File: src/rtl/mmio_uart_tx.sv
// Memory-mapped 8N1 UART transmitter: TXDATA store FIFO, STATUS register, sticky overflow flag.
// Defining UART_TX_PARITY_EN adds an even-parity bit after the data bits (11-bit frames).
module mmio_uart_tx #(
    parameter int CLKS_PER_BIT = 868,
    parameter int FIFO_DEPTH   = 4
) (
    input  logic        clk,
    input  logic        reset_i,
    input  logic        addr_i,
    input  logic [31:0] data_i,
    input  logic        we_i,
    output logic [31:0] data_o,
    output logic        tx_o,
    output logic        busy_o
);
    localparam int BW = $clog2(CLKS_PER_BIT);
    localparam int AW = $clog2(FIFO_DEPTH);
    localparam int CW = AW + 1;
    localparam logic [BW-1:0] BAUD_RELOAD = BW'(CLKS_PER_BIT - 1);
    localparam logic [CW-1:0] COUNT_FULL  = CW'(FIFO_DEPTH);

    typedef enum logic [2:0] {
        S_IDLE,
        S_START,
        S_DATA,
`ifdef UART_TX_PARITY_EN
        S_PARITY,
`endif
        S_STOP
    } state_t;

    state_t          state_q, state_d;
    logic [BW-1:0]   baud_q, baud_d;
    logic [2:0]      bit_q, bit_d;
    logic [AW-1:0]   wptr_q, wptr_d;
    logic [AW-1:0]   rptr_q, rptr_d;
    logic [CW-1:0]   count_q, count_d;
    logic            ovf_q, ovf_d;
    logic [7:0]      mem_q [FIFO_DEPTH];
    logic [7:0]      shift_q;

    logic            empty, full, push, pop;
    logic            store_tx, store_status;
    logic            unused_data;

    assign empty        = (count_q == '0);
    assign full         = (count_q == COUNT_FULL);
    assign store_tx     = we_i & ~addr_i;
    assign store_status = we_i & addr_i;
    // A pop in the same cycle frees a slot, so a store to a full FIFO still lands.
    assign push         = store_tx & (~full | pop);
    assign busy_o       = (state_q != S_IDLE) | ~empty;
    assign data_o       = addr_i ? {28'b0, ovf_q, busy_o, full, empty} : 32'h0;
    assign unused_data  = |data_i[31:8];

    always_comb begin
        state_d = state_q;
        baud_d  = baud_q;
        bit_d   = bit_q;
        pop     = 1'b0;
        tx_o    = 1'b1;
        case (state_q)
            S_IDLE: begin
                if (!empty) begin
                    pop     = 1'b1;
                    state_d = S_START;
                    baud_d  = BAUD_RELOAD;
                end
            end
            S_START: begin
                tx_o = 1'b0;
                if (baud_q == '0) begin
                    state_d = S_DATA;
                    baud_d  = BAUD_RELOAD;
                    bit_d   = 3'd0;
                end else begin
                    baud_d = baud_q - BW'(1);
                end
            end
            S_DATA: begin
                tx_o = shift_q[bit_q];
                if (baud_q == '0) begin
                    baud_d = BAUD_RELOAD;
                    if (bit_q == 3'd7) begin
`ifdef UART_TX_PARITY_EN
                        state_d = S_PARITY;
`else
                        state_d = S_STOP;
`endif
                    end else begin
                        bit_d = bit_q + 3'd1;
                    end
                end else begin
                    baud_d = baud_q - BW'(1);
                end
            end
`ifdef UART_TX_PARITY_EN
            S_PARITY: begin
                tx_o = ^shift_q;
                if (baud_q == '0) begin
                    state_d = S_STOP;
                    baud_d  = BAUD_RELOAD;
                end else begin
                    baud_d = baud_q - BW'(1);
                end
            end
`endif
            S_STOP: begin
                tx_o = 1'b1;
                if (baud_q == '0) begin
                    // Chain straight into the next start bit when data is waiting.
                    if (!empty) begin
                        pop     = 1'b1;
                        state_d = S_START;
                        baud_d  = BAUD_RELOAD;
                    end else begin
                        state_d = S_IDLE;
                    end
                end else begin
                    baud_d = baud_q - BW'(1);
                end
            end
            default: state_d = S_IDLE;
        endcase
    end

    always_comb begin
        wptr_d  = push ? wptr_q + AW'(1) : wptr_q;
        rptr_d  = pop  ? rptr_q + AW'(1) : rptr_q;
        count_d = count_q;
        case ({push, pop})
            2'b10:   count_d = count_q + CW'(1);
            2'b01:   count_d = count_q - CW'(1);
            default: count_d = count_q;
        endcase
        ovf_d = ovf_q;
        if (store_status) begin
            ovf_d = 1'b0;
        end else if (store_tx && full && !pop) begin
            ovf_d = 1'b1;
        end
    end

    always_ff @(posedge clk or negedge reset_i) begin
        if (!reset_i) begin
            state_q <= S_IDLE;
            baud_q  <= '0;
            bit_q   <= 3'd0;
            wptr_q  <= '0;
            rptr_q  <= '0;
            count_q <= '0;
            ovf_q   <= 1'b0;
        end else begin
            state_q <= state_d;
            baud_q  <= baud_d;
            bit_q   <= bit_d;
            wptr_q  <= wptr_d;
            rptr_q  <= rptr_d;
            count_q <= count_d;
            ovf_q   <= ovf_d;
        end
    end

    // Payload storage carries no reset; control state alone decides what is valid.
    always_ff @(posedge clk) begin
        if (push) begin
            mem_q[wptr_q] <= data_i[7:0];
        end
        if (pop) begin
            shift_q <= mem_q[rptr_q];
        end
    end
endmodule

File: config.mk
export PLATFORM = sky130hd
export DESIGN_NAME = mmio_uart_tx
export DESIGN_NICKNAME = d
export VERILOG_FILES = /design/src/rtl/mmio_uart_tx.sv
export SDC_FILE = /design/constraint.sdc
export NUM_CORES = 1
export LEC_CHECK = 0
export ABC_CLOCK_PERIOD_IN_PS = 3400
export CORE_UTILIZATION = 51
export CTS_CLUSTER_SIZE = 16
export DETAILED_ROUTE_END_ITERATION = 8
export PLACE_DENSITY_LB_ADDON = 0.15
export RECOVER_POWER = 50
export SLEW_MARGIN = 20
export SYNTH_ARGS = -nofsm -noshare
export SYNTH_HDL_FRONTEND = slang
export SYNTH_SLANG_ARGS = --single-unit
export TNS_END_PERCENT = 1
File: constraint.sdc
create_clock -name clk -period 3.4 [get_ports clk]
set_clock_uncertainty 0.05 [all_clocks]
set_input_delay 0.68 -clock clk [delete_from_list [all_inputs] [get_ports clk]]
set_output_delay 0.68 -clock clk [all_outputs]
set_load 0.05 [all_outputs]
==> summary by stage, run 1 <==
Status
The run finished with clean final reports.

STA
Timing would allow up to around 320 MHz. Setup total negative slack on the finished layout was measured at 0 ns. The time the worst path needs with I/O delays and setup is between 3 and 4 ns. For the pin with the worst max-slew slack, the measured transition is 1.32 ns. The final count of pins violating max slew is 0. Setup repair after global routing left no endpoint under its margin.

The worst-case headroom to the max-slew limit is 12.2%. Setup violations remaining at the end of the flow were counted as 0. The final cycle utilization of the critical path is 93.2%. The count of final hold-check violations is 0.

Clock network
The clock sink total is 63. The root buffer cell is sky130_fd_sc_hd__clkbuf_8. The number of buffers inserted to repair setup after CTS is 0. Counting along the longest clock path gives a buffer depth of 2. The worst-skew pair later-pin latency is around 0.34 ns. In this run the number of H-tree levels came out at 3. Buffers inserted during clock tree synthesis total 9.

The clock tree from TritonCTS is yes. In this run, post-CTS hold repair placed 0 buffers. Post-CTS repair changed the size of 0 cells.

Clock-pin slew was measured on the worst setup and hold paths at 0.08 ns.

Yosys
The cell area after synthesis is 0.00336 mm². A synthesized cell averages 12.7 µm². After synthesis, flip-flops and latches occupy a little over half of the total area. The largest total area in the synthesized netlist belongs to sky130_fd_sc_hd__edfxtp_1. Yosys mapped a number of flops with a built-in enable equal to 40. The proportion of synthesized flip-flops having asynchronous set or reset is 36.5%. The gate count after technology mapping is 264. The leading register cell type out of synthesis is sky130_fd_sc_hd__edfxtp_1.

Synthesis instantiated 55 different standard cells from the library. During synthesis, Yosys emitted a total of 0 warnings. The share of synthesized area in the top cell type comes to between 30% and 40%. The register bit total from synthesis is 63. By area the synthesized netlist is led by sky130_fd_sc_hd__edfxtp_1 36%, sky130_fd_sc_hd__dfrtp_1 17%, sky130_fd_sc_hd__mux4_2 6.7%, sky130_fd_sc_hd__buf_4 6.3%, sky130_fd_sc_hd__ha_1 4.8%.

Routing
The routed via count divided by cell count is 5.49. The count of nets left with antenna violations once routing finished came out at 0. The number of design-rule violations left by the first detailed-router iteration is just under 90.

The total via count after detailed routing is 2013. The first TritonRoute pass finished after 4 iterations. The count of unresolved DRC violations after routing is 0.

The wire length per cell after detailed routing is 14.9 µm. The wire length reported by the detailed router is 5470 µm.

Finish
Leaving out filler cells and counting taps, the final layout contains 367. The growth of design area from synthesis to finish is 9.62%. The net count of the finished layout is 335. Fill cells in the final layout number 530. The finished cells cover about 0.0037 mm². The repair_antennas step left the layout with diodes totalling 0. The fraction of layout cells with a size suffix above 1 is 15.9%. In the layout the commonest cells are 40 x sky130_fd_sc_hd__edfxtp_1, 28 x sky130_fd_sc_hd__conb_1, 23 x sky130_fd_sc_hd__dfrtp_1.

Leaving out fill and tap cells, the most frequent cell in the layout is sky130_fd_sc_hd__edfxtp_1.

Critical path
On the critical path the largest part of the delay comes from simple AND/OR/NAND/NOR gates. Data on the critical path is required at its endpoint by 2.67 ns. The data arrival time of the worst path is about 2.4 ns. The worst setup path startpoint is count_q[2]. Traced cell by cell, the critical path runs through nor3_2, nand2_1, and2_1, clkdlybuf4s50_1. Across all register-to-register paths, the minimum setup slack is 0.28 ns. STA classifies the critical path endpoint as an output port.

Counting both buffers and inverters, the worst setup path holds a total of 1. For this run, the slowest stage of the critical path takes 0.69 ns. STA classifies the critical path startpoint as a flip-flop. The critical path's slowest cell is sky130_fd_sc_hd__clkdlybuf4s50_1.

The worst register-to-register path begins at baud_q[0]. The maximum net fanout on the critical path is 9. The critical path in this run is classified as reg -> out.

Power and ir drop
The cell-internal power is 0.00135 W. The fraction of power consumed by the clock network is 34.3%. Of the total power, the share spent switching nets is 31.0%. The sum of internal, switching and leakage power is around 0.002 W. The power per standard cell area is 530 mW/mm².

VDD sags by at most 0.353 mV. The power share of the combinational group is 17.3%. The cell leakage power is between 1 and 1.5 nW. In this run, flip-flops and latches consume between 40% and 50% of the power. Summed over all nets, the switching power comes to roughly 0.00060 W.

Worst hold path
In this run the most critical hold path is launched from baud_q[7]. The class of the tightest hold or removal check is reg -> reg.

Global route
The number of antenna violations at the first check in global routing is 0. Entering global routing, the biggest net connects 24 pins. The total track usage is between 15 and 20%. The total overflow reported by the global router is 0. The first global-routing pass estimated 9070 µm of wire. The number of global-route vias before repair is 1895.

Flow run
The max-cap check violation count is 0.

Placement
The final estimated routing congestion in global placement is 0.821. Summing all placed instances gives a cell area of around 0.0035 mm². The estimated wirelength of the detail-placed design is 3920 µm. The number of buffers inserted by port buffering is 17. The total instance count after detailed placement is 351.

Die
In this run the vertical extent of the chip is slightly above 80 µm. The die covers 0.00691 mm². The number of rows created at floorplan is 29. The width of the die is 83.1 µm. Pin placement for this block handled 70 I/O pins.

The floorplan step defined a core boundary enclosing about 0.0063 mm². Once the floorplan was initialized, standard cells occupied 52.8% of the core.
[power by group through the flow]
| stage | registers [W] | clock network (W) | logic, W |
|---|---|---|---|
| floorplan | 0.000935 | 0 | 0.000308 |
| global placement | 0.000958 | 0 | 0.000335 |
| detailed placement | 0.000962 | 0 | 0.000342 |
| CTS | 0.000946 | 0.000685 | 0.000343 |
| global route | 0.000954 | 0.000717 | 0.000367 |
| finish | 0.000944 | 0.000669 | 0.000337 |
[path summary, 6_finish.rpt]
| kind | end | cells after the start |
|---|---|---|
| min | baud_q[7] | 1 |
| max in group asynchronous | baud_q[2] | 2 |
| min reg2reg | baud_q[7] | 1 |
| max reg2reg | count_q[2] | 10 |
| max | data_o[2] | 4 |
| min in group asynchronous | baud_q[9] | 2 |
[stage by stage]
stage	util, %	hold slack (ns)	worst slack (ns)
2_1_floorplan	-	0.334	0.658
3_3_place_gp	55.1	0.461	0.504
4_1_cts	58.2	0.491	0.219
3_5_place_dp	55.1	0.481	0.488
6_report	57.9	0.494	0.232
5_1_grt	57.9	0.523	0.0778
[registers in the layout (all words and copies together) (netlist names)]
register and flops:
bit_q 3, mem_q 32, shift_q 8, wptr_q 2, ovf_q 1, rptr_q 2, count_q 3, state_q 2
baud_q 10
[logic make-up (layout without fill, tap and decap cells)]
family | count (synthesis) | in the layout | share of synthesized area (%)
flops | 63 | 63 | 52.9
fa+ha+maj | 14 | 14 | 5.44
compound gates | 55 | 55 | 11.6
xor+xnor | 4 | 4 | 1.04
simple gates | 62 | 62 | 11.0
other cells | 1 | 28 | 0.112
mux | 18 | 18 | 9.28
buf+inv | 47 | 46 | 8.58
[per-layer routing]
metal  vias up  GRT usage, %  routed length [µm]
met5         -             0                   0
met4         0          9.40                  98
met3         9          4.57                 173
met2        44          26.8                2640
met1       983          21.9                2560
li1        977             -                   -
[Yosys cell counts, types with 2 or more instances]
| master | instances |
|---|---|
| sky130_fd_sc_hd__a22o_1 | 6 |
| sky130_fd_sc_hd__clkbuf_1 | 3 |
| sky130_fd_sc_hd__o21ai_0 | 8 |
| sky130_fd_sc_hd__nand3_1 | 2 |
| sky130_fd_sc_hd__ha_1 | 13 |
| sky130_fd_sc_hd__and2_2 | 4 |
| sky130_fd_sc_hd__buf_2 | 5 |
| sky130_fd_sc_hd__nand2b_1 | 4 |
| sky130_fd_sc_hd__o22a_1 | 2 |
| sky130_fd_sc_hd__a211oi_1 | 2 |
| sky130_fd_sc_hd__a21oi_1 | 14 |
| sky130_fd_sc_hd__a31o_2 | 2 |
| sky130_fd_sc_hd__o31ai_1 | 2 |
| sky130_fd_sc_hd__nor2_1 | 14 |
| sky130_fd_sc_hd__nor3_1 | 6 |
| sky130_fd_sc_hd__a31oi_1 | 5 |
| sky130_fd_sc_hd__dfrtp_1 | 23 |
| sky130_fd_sc_hd__nor3_2 | 2 |
| sky130_fd_sc_hd__a21o_1 | 2 |
| sky130_fd_sc_hd__mux4_2 | 10 |
| sky130_fd_sc_hd__or3_1 | 3 |
| sky130_fd_sc_hd__mux2i_1 | 6 |
| sky130_fd_sc_hd__and2_1 | 4 |
| sky130_fd_sc_hd__and3_1 | 3 |
| sky130_fd_sc_hd__nor2b_1 | 2 |
| sky130_fd_sc_hd__inv_1 | 10 |
| sky130_fd_sc_hd__nand2_1 | 9 |
| sky130_fd_sc_hd__o211ai_1 | 3 |
| sky130_fd_sc_hd__edfxtp_1 | 40 |
| sky130_fd_sc_hd__xnor2_1 | 3 |
| sky130_fd_sc_hd__buf_4 | 28 |
[layout make-up]
class | instances | area, µm² | area share [%]
Sequential cell | 63 | 1780 | 48.3
Multi-Input combinational cell | 181 | 1380 | 37.6
Timing Repair Buffer | 20 | 185 | 5.03
Clock buffer | 9 | 124 | 3.37
Tap cell | 77 | 96.3 | 2.62
Clock inverter | 7 | 77.6 | 2.11
Inverter | 10 | 37.5 | 1.02
(Power assumes the default switching activity.)
==> inputs of run 2 (changes only) <==
--- a/config.mk
+++ b/config.mk
@@ -6,9 +6,11 @@
 export NUM_CORES = 1
 export LEC_CHECK = 0
 export ABC_CLOCK_PERIOD_IN_PS = 3400
-export CORE_UTILIZATION = 51
+export CORE_UTILIZATION = 52
+export CTS_CLUSTER_DIAMETER = 200
 export CTS_CLUSTER_SIZE = 16
 export DETAILED_ROUTE_END_ITERATION = 8
+export DONT_BUFFER_PORTS = 1
 export PLACE_DENSITY_LB_ADDON = 0.15
 export RECOVER_POWER = 50
 export SLEW_MARGIN = 20
==> run 2 against run 1 <==
Against the previous run: final cell count is 4.9% lower; largest power group unchanged; power fell by 1.7%; highest routed layer unchanged; non-clock buffer count decreased by 16; worst setup slack gained 0.37 ns; largest cell class unchanged; clock power down 0.6%; maximum frequency rose by 13%; clock-buffer cell count is the same; combinational power shrank 9.2%; global-route usage up 1.8 points; design area down 4.1%.
==> summary by stage, run 2 (synthesized netlist as in run 1, its figures left out) <==
Placement
In this run the cell area measured after placement is 0.00332 mm². The estimated wirelength of the detail-placed design is between 3000 and 4000 µm. Port buffering added 0 buffers. The congestion estimate from routability-driven global placement came to a little over 0.8.

Clock network
The clock tree from TritonCTS is yes. The post-cts gate resize count is 0. Buffers added to address setup during post-CTS repair amount to 0. Counting every sink on the clock net gives 63.

The clock tree buffer depth is 2. The H-tree was split into 3 levels. The hold buffer count at CTS is 1. Clock tree synthesis selected as its root buffer the cell sky130_fd_sc_hd__clkbuf_8. The worst-skew pair later-pin latency is around 0.35 ns. Counting the buffers created by CTS gives 9. The clock transition at the registers of the reported paths is 0.08 ns.

Critical path
The sort of element at the end of the critical path is a flip-flop. The number of gates on the worst path with buffers counted is 10. The reg-to-reg setup timing slack is 0.60 ns. The critical path class is reg -> reg. The depth of the most critical reg-to-reg path is 10. The endpoint of the lowest-slack register-to-register path is count_q[2]. The kind of cell adding the most delay to the critical path is simple AND/OR/NAND/NOR gates.

The maximum net fanout on the critical path is 5. At the worst endpoint, the arrival time is 2.97 ns. The worst setup path startpoint is baud_q[0]. The termination of the worst setup path is count_q[2].

The buffering stage count on the worst path with inverters included is 1. The worst setup path is launched from a flip-flop. The origin of the critical flop-to-flop path is baud_q[0].

The critical path's slowest cell is sky130_fd_sc_hd__fa_1. The critical path goes through inv_1, ha_1, nor3b_4, nand4_1, a21oi_4, nand2_1, fa_1, or3_1, mux2i_1, o211ai_1. The required time reported for the critical path endpoint is 3.58 ns. In this design, the stage delay of the slowest critical-path cell is around 0.45 ns.

Finish
The cell area after layout is 0.00353 mm². The top cell types in the final layout, fill and taps aside, are 40 x sky130_fd_sc_hd__edfxtp_1, 28 x sky130_fd_sc_hd__conb_1, 23 x sky130_fd_sc_hd__dfrtp_1. Leaving out fill and tap cells, the most frequent cell in the layout is sky130_fd_sc_hd__edfxtp_1. The growth of design area from synthesis to finish is 5.07%. The net count of the finished layout is 319. 0 antenna diodes ended up in the layout.

Of the cells placed in the final design, the portion with a size suffix greater than 1 is between 15 and 20%. The register name with the most flops is mem_q. The largest registers in the layout are mem_q x32, baud_q x10, shift_q x8. The flip-flop count of the largest register after layout is 32.

Power and ir drop
The power per standard cell area is 544 mW/mm². The cell leakage power is 1.38 nW. The highest ir drop seen on vdd is 0.390 mV. The sum of internal, switching and leakage power is ~0.0019 W.

Global route
The total overflow reported by the global router is 0. The met2 layer usage reported by global route is 31.3%. Entering global routing, the biggest net connects 24 pins. The most heavily used metal layer in global routing is met2. The number of antenna violations at the first check in global routing came to 0. The number of global-route vias before repair is ~1900. In the global route stage, met3 resource usage came out at 6.70%. The total track usage is 19.0%. The first global-routing pass estimated 9200 µm of wire. The met1 routing resource usage after global routing is 23.4%.

Routing
The count of antenna-violating nets left after detailed routing is 0. For this block, the initial DRC count from the detailed router was between 80 and 90. The wire length reported by the detailed router is 5500 µm. The detailed router placed roughly 2000 vias in this run.

For this run, design rule violations remaining after detail routing come to 0. The wire length per cell after detailed routing is 15.8 µm. In the routed layout, each cell is associated on average with a via count of 5.62.

The count of TritonRoute iterations in the first routing pass is 4.

STA
The setup total negative slack is 0 ns. The worst-case headroom to the max-slew limit is 13.2%. Setup violations remaining at the end of the flow were counted as 0. The count of final hold-check violations is 0. After layout, the minimum clock period comes to roughly 2.8 ns. The final cycle utilization of the critical path is 82.3%. Setup repair after global routing left no endpoint under its margin.

The final count of pins violating max slew is 0. For the pin with the worst max-slew slack, the measured transition is 1.30 ns. Static timing analysis puts the maximum clock frequency at 358 MHz.

Die
The region available for standard cell placement spans 0.00606 mm². From bottom edge to top edge, the die measures 82.3 µm. Row generation in the floorplan step produced 28 rows.

70 I/O pins were placed. The width of the die is 82.3 µm. The full die area is between 0.006 and 0.007 mm². For this configuration, the core starts out at a cell density of 55.4%.

Worst hold path
The path class of the tightest hold or removal check is in -> reg. The worst hold path cell count is 1.

Flow run
Across the run, the number of max-cap violations was 0.

Status
The run finished with clean final reports.
## run 2: changes by cell type in the layout (fill, tap and decap cells not counted), sizes merged
cell           delta
dlygate4sd3       -9
clkdlybuf4s50     -8
clkinv            +3
buf               +2
inv               -2
clkbuf            -1
clkinvlp          -1
## run 2: stage by stage
step | setup slack, ns | hold WS, ns | instances | utilization, %
after global placement | 0.708 | 0.335 | 332 | 54.8
after detailed placement | 0.650 | 0.335 | 332 | 54.8
after floorplan | 0.658 | 0.334 | 291 | -
final | 0.603 | 0.374 | 349 | 58.2
after CTS | 0.653 | 0.0874 | 349 | 58.5
after global routing | 0.378 | 0.356 | 349 | 58.2
## run 2: where the power goes
group,switching (W),leakage (nW),internal [W]
Combinational,0.000222,0.648,0.0000837
Sequential,0.0000552,0.630,0.000891
Clock,0.000317,0.106,0.000348
## run 2: worst min path at each step
stage,end,slack (ns),start
after floorplan,baud_q[0],0.33,reset_i
after global placement,baud_q[4],0.33,reset_i
after detailed placement,baud_q[4],0.33,reset_i
after CTS,baud_q[7],0.09,reset_i
after global routing,mem_q[1][7],0.36,data_i[7]
final,ovf_q,0.37,we_i
## run 2: routing by layer
layer	part of all wire (%)	wire length, µm	up-vias
met2	49	2710	50
met4	1.4	76	0
li1	-	-	936
met1	45	2480	968
met5	0	0	-
met3	4.3	236	8
## run 2: cell type report
type | count | area [µm²]
fillers | 490 | 2530
flip-flops and latches | 63 | 1780
multi-input cells | 181 | 1390
clock buffers | 9 | 124
well taps | 75 | 93.8
clock inverters | 7 | 81.3
inverters | 10 | 37.5
repair buffers | 4 | 26.3
## run 2: worst register-to-register path, stage by stage (launching register included)
cell	delay (ns)
sky130_fd_sc_hd__dfrtp_1	0.40
sky130_fd_sc_hd__inv_1	0.14
sky130_fd_sc_hd__ha_1	0.21
sky130_fd_sc_hd__nor3b_4	0.29
sky130_fd_sc_hd__nand4_1	0.24
sky130_fd_sc_hd__a21oi_4	0.20
sky130_fd_sc_hd__nand2_1	0.09
sky130_fd_sc_hd__fa_1	0.45
sky130_fd_sc_hd__or3_1	0.38
sky130_fd_sc_hd__mux2i_1	0.14
sky130_fd_sc_hd__o211ai_1	0.09
==> inputs of run 3 (changes only) <==
--- a/config.mk
+++ b/config.mk
@@ -5,7 +5,7 @@
 export SDC_FILE = /design/constraint.sdc
 export NUM_CORES = 1
 export LEC_CHECK = 0
-export ABC_CLOCK_PERIOD_IN_PS = 3400
+export ABC_CLOCK_PERIOD_IN_PS = 2660
 export CORE_UTILIZATION = 52
 export CTS_CLUSTER_DIAMETER = 200
 export CTS_CLUSTER_SIZE = 16
==> constraint.sdc (replaced) <==
create_clock -name clk -period 2.66 [get_ports clk]
set_clock_uncertainty 0.05 [all_clocks]
set_input_delay 0.532 -clock clk [delete_from_list [all_inputs] [get_ports clk]]
set_output_delay 0.532 -clock clk [all_outputs]
set_load 0.05 [all_outputs]
==> run 3 against run 2 <==
Against the previous run: clock-buffer cell count unchanged; critical endpoint unchanged; design area up 0.99%; hold slack worse by 0.15 ns; power up 22%; sequential power up 28%; global-route usage down 0.44 points; via count down 0.31%; routed wire length about the same.
==> summary by stage, run 3 (synthesized netlist as in run 1, its figures left out) <==
Status
The flow ran to the end, and the final reports show no timing, DRC or antenna violations.

Global route
The most heavily used metal layer in global routing is met2. For this run, global-route usage on met2 was measured as 30.0%. The global-route wire length before repair is 8940 µm. Summed over all layers, the global routing overflow is 0. The total track usage is between 10% and 20%. Entering global routing, the biggest net connects 24 pins. The number of global-route vias before repair is ~1900.

The met1 routing resource usage after global routing is a little under a quarter. The fraction of met3 tracks used by global routing is ~5.3%. The number of antenna violations at the first check in global routing is 0.

STA
Setup repair after global routing left no endpoint under its margin. The final critical-path setup slack is 0.157 ns. The setup total negative slack is 0 ns. The final-report setup violation count is 0. The final count of pins violating max slew is 0. In the finished design, the share of the clock period the worst path needs comes to 94.1%. The worst pin sits at a relative slew slack of roughly 14%. Static timing analysis puts the maximum clock frequency at 400 MHz.

The time the worst path needs with I/O delays and setup is 2.50 ns. The count of final hold-check violations came to 0. The actual slew at the worst max-slew pin is around 1.3 ns.

Die
The floorplan step defined a core boundary enclosing slightly above 0.006 mm². The die is 82.3 µm tall. The floorplan step defined a die boundary enclosing 0.00678 mm². The initialized floorplan defines 28 standard-cell rows. Pin placement for this block handled 70 I/O pins.

The width of the die is between 80 and 90 µm. Once the floorplan was initialized, standard cells occupied between 50 and 60% of the core.

Routing
Before antenna repair, the detailed router went through 4 iterations. The detail route stage leaves a number of antenna-violating nets equal to 0. For this run, design rule violations remaining after detail routing come to 0. The routed via count divided by cell count is 5.54. The total via count after detailed routing is 1956.

For this block, the initial DRC count from the detailed router was ~100. Wires add up to 5500 µm. In the final routed layout, each cell accounts on average for ~16 µm.

Placement
Timing analysis after detailed placement gives a worst setup slack of around 0.11 ns. The count of buffers added on input and output ports is 0. The final estimated routing congestion in global placement is about 0.82. The total instance count after detailed placement is 335. The placed instances occupy a cell area of around 0.0034 mm². The wire-length estimate of the detail-placed layout is 3930 µm.

Finish
The post-route netlist has 20.1% of its cells at a drive strength greater than 1. The number of diodes is 0. The library cells used most frequently in the layout, excluding fill and tap cells, are 40 x sky130_fd_sc_hd__edfxtp_1, 28 x sky130_fd_sc_hd__conb_1, 23 x sky130_fd_sc_hd__dfrtp_1. The final layout contains 323 nets. The count of cells in the finished layout, fillers not included, comes to 353.

The commonest non-fill, non-tap cell in the layout is sky130_fd_sc_hd__edfxtp_1. The growth of design area from synthesis to finish is 6.11%. The core utilization of the finished layout is 58.8%. The flip-flop count of the largest register after layout is 32.

The number of fillers in the final layout is 502. In the final layout, the registers with the most flip-flops are mem_q x32, baud_q x10, shift_q x8. mem_q holds more flip-flops than any other register. The cell area after layout is 0.00356 mm².

Power and ir drop
The cell-internal power is approximately 0.0016 W. The switching component of the power is 0.000752 W. The analysis attributes to cell leakage a power of ~1.4 nW.

Power spread over the standard cell area amounts to 659 mW/mm². In this run switching power makes up 32.0% of total power. The power share of the combinational group is around 17%. The highest ir drop seen on vdd is 0.542 mV.

The fraction of power consumed by the clock network is a little under a third. The share of total power dissipated in sequential elements is between 50% and 60%.

Flow run
Across the run, the number of max-cap violations was 0.

Clock network
After clock tree synthesis, the clock-pin slew on the worst setup and hold paths is 0.08 ns. The clock tree buffer depth is 2. The tree is rooted in a sky130_fd_sc_hd__clkbuf_8. The worst-skew pair later-pin latency is approximately 0.34 ns. The number of buffers created by CTS is 9.

TritonCTS built the clock tree. CTS built an H-tree with a depth of 3. For this design, the sink count on the clock tree is 63.

Critical path
The largest individual stage delay along the critical path comes from the cell sky130_fd_sc_hd__dfrtp_1. The sort of element at the end of the critical path is a flip-flop. The critical path goes through inv_1, ha_4, nor2b_2, nand4_4, a21oi_4, nand2_1, fa_2, or3_1, mux2i_1, o211ai_1. Counting both buffers and inverters, the worst setup path holds a total of 1. On the worst path, the slowest cell contributes a delay of 0.42 ns. The maximum net fanout on the critical path is 6. The required time reported for the critical path endpoint is 2.83 ns. Data arrives at the worst endpoint at 2.67 ns.

The kind of cell adding the most delay to the critical path is simple AND/OR/NAND/NOR gates. The worst setup path is launched from a flip-flop. The critical path class is reg -> reg.

Worst hold path
The worst hold path belongs to the class in -> reg.
## run 3: changes by cell type in the layout (fill, tap and decap cells not counted), sizes merged
cell	previous run	this run
clkinvlp	0	2
inv	12	13
buf	3	5
dlygate4sd3	0	1
clkbuf	10	11
bufinv	1	0
clkinv	4	2
## run 3: area by class of cell
type	count	area, µm²	area share (%)
sequential	63	1780	49.9
multi-input combinational	181	1420	39.8
clock buffer	9	124	3.48
tap	75	93.8	2.64
clock inverter	7	55.1	1.55
timing repair buffer	8	55.1	1.55
inverter	10	37.5	1.05
## run 3: worst paths after layout
check / cells past startpoint / slack (ns) / from / to
max: 10 / 0.16 / state_q[1] / count_q[2]
min: 1 / 0.23 / we_i / ovf_q
max reg2reg: 10 / 0.16 / state_q[1] / count_q[2]
min reg2reg: 2 / 0.49 / ovf_q / ovf_q
max in group asynchronous: 2 / 0.84 / reset_i / bit_q[1]
min in group asynchronous: 2 / 0.95 / reset_i / baud_q[9]
## run 3: power by group through the flow
stage          clock network [W]  logic [W]  registers [W]
3_5_place_dp                   0   0.000383        0.00123
5_1_grt                 0.000808   0.000429        0.00122
4_1_cts                 0.000772   0.000399        0.00121
2_1_floorplan                  0   0.000395        0.00119
3_3_place_gp                   0   0.000384        0.00123
6_report                0.000749   0.000389        0.00121
## run 3: timing repair
item	CTS	global route
setup buffers	0	0
hold endpoints to repair	23	0
hold buffers	2	0
resized for setup	0	5
endpoints found under the setup margin	0	1
## run 3: through the flow
stage,hold WS [ns],total power (W)
2_1_floorplan,0.186,0.00159
3_3_place_gp,0.187,0.00161
3_5_place_dp,0.187,0.00161
4_1_cts,0.215,0.00238
5_1_grt,0.212,0.00246
6_report,0.226,0.00235
## run 3: routing by layer
metal | vias up | part of all wire (%)
li1 | 941 | -
met1 | 956 | 45
met2 | 49 | 49
met3 | 10 | 4.0
met4 | 0 | 2.2
met5 | - | 0
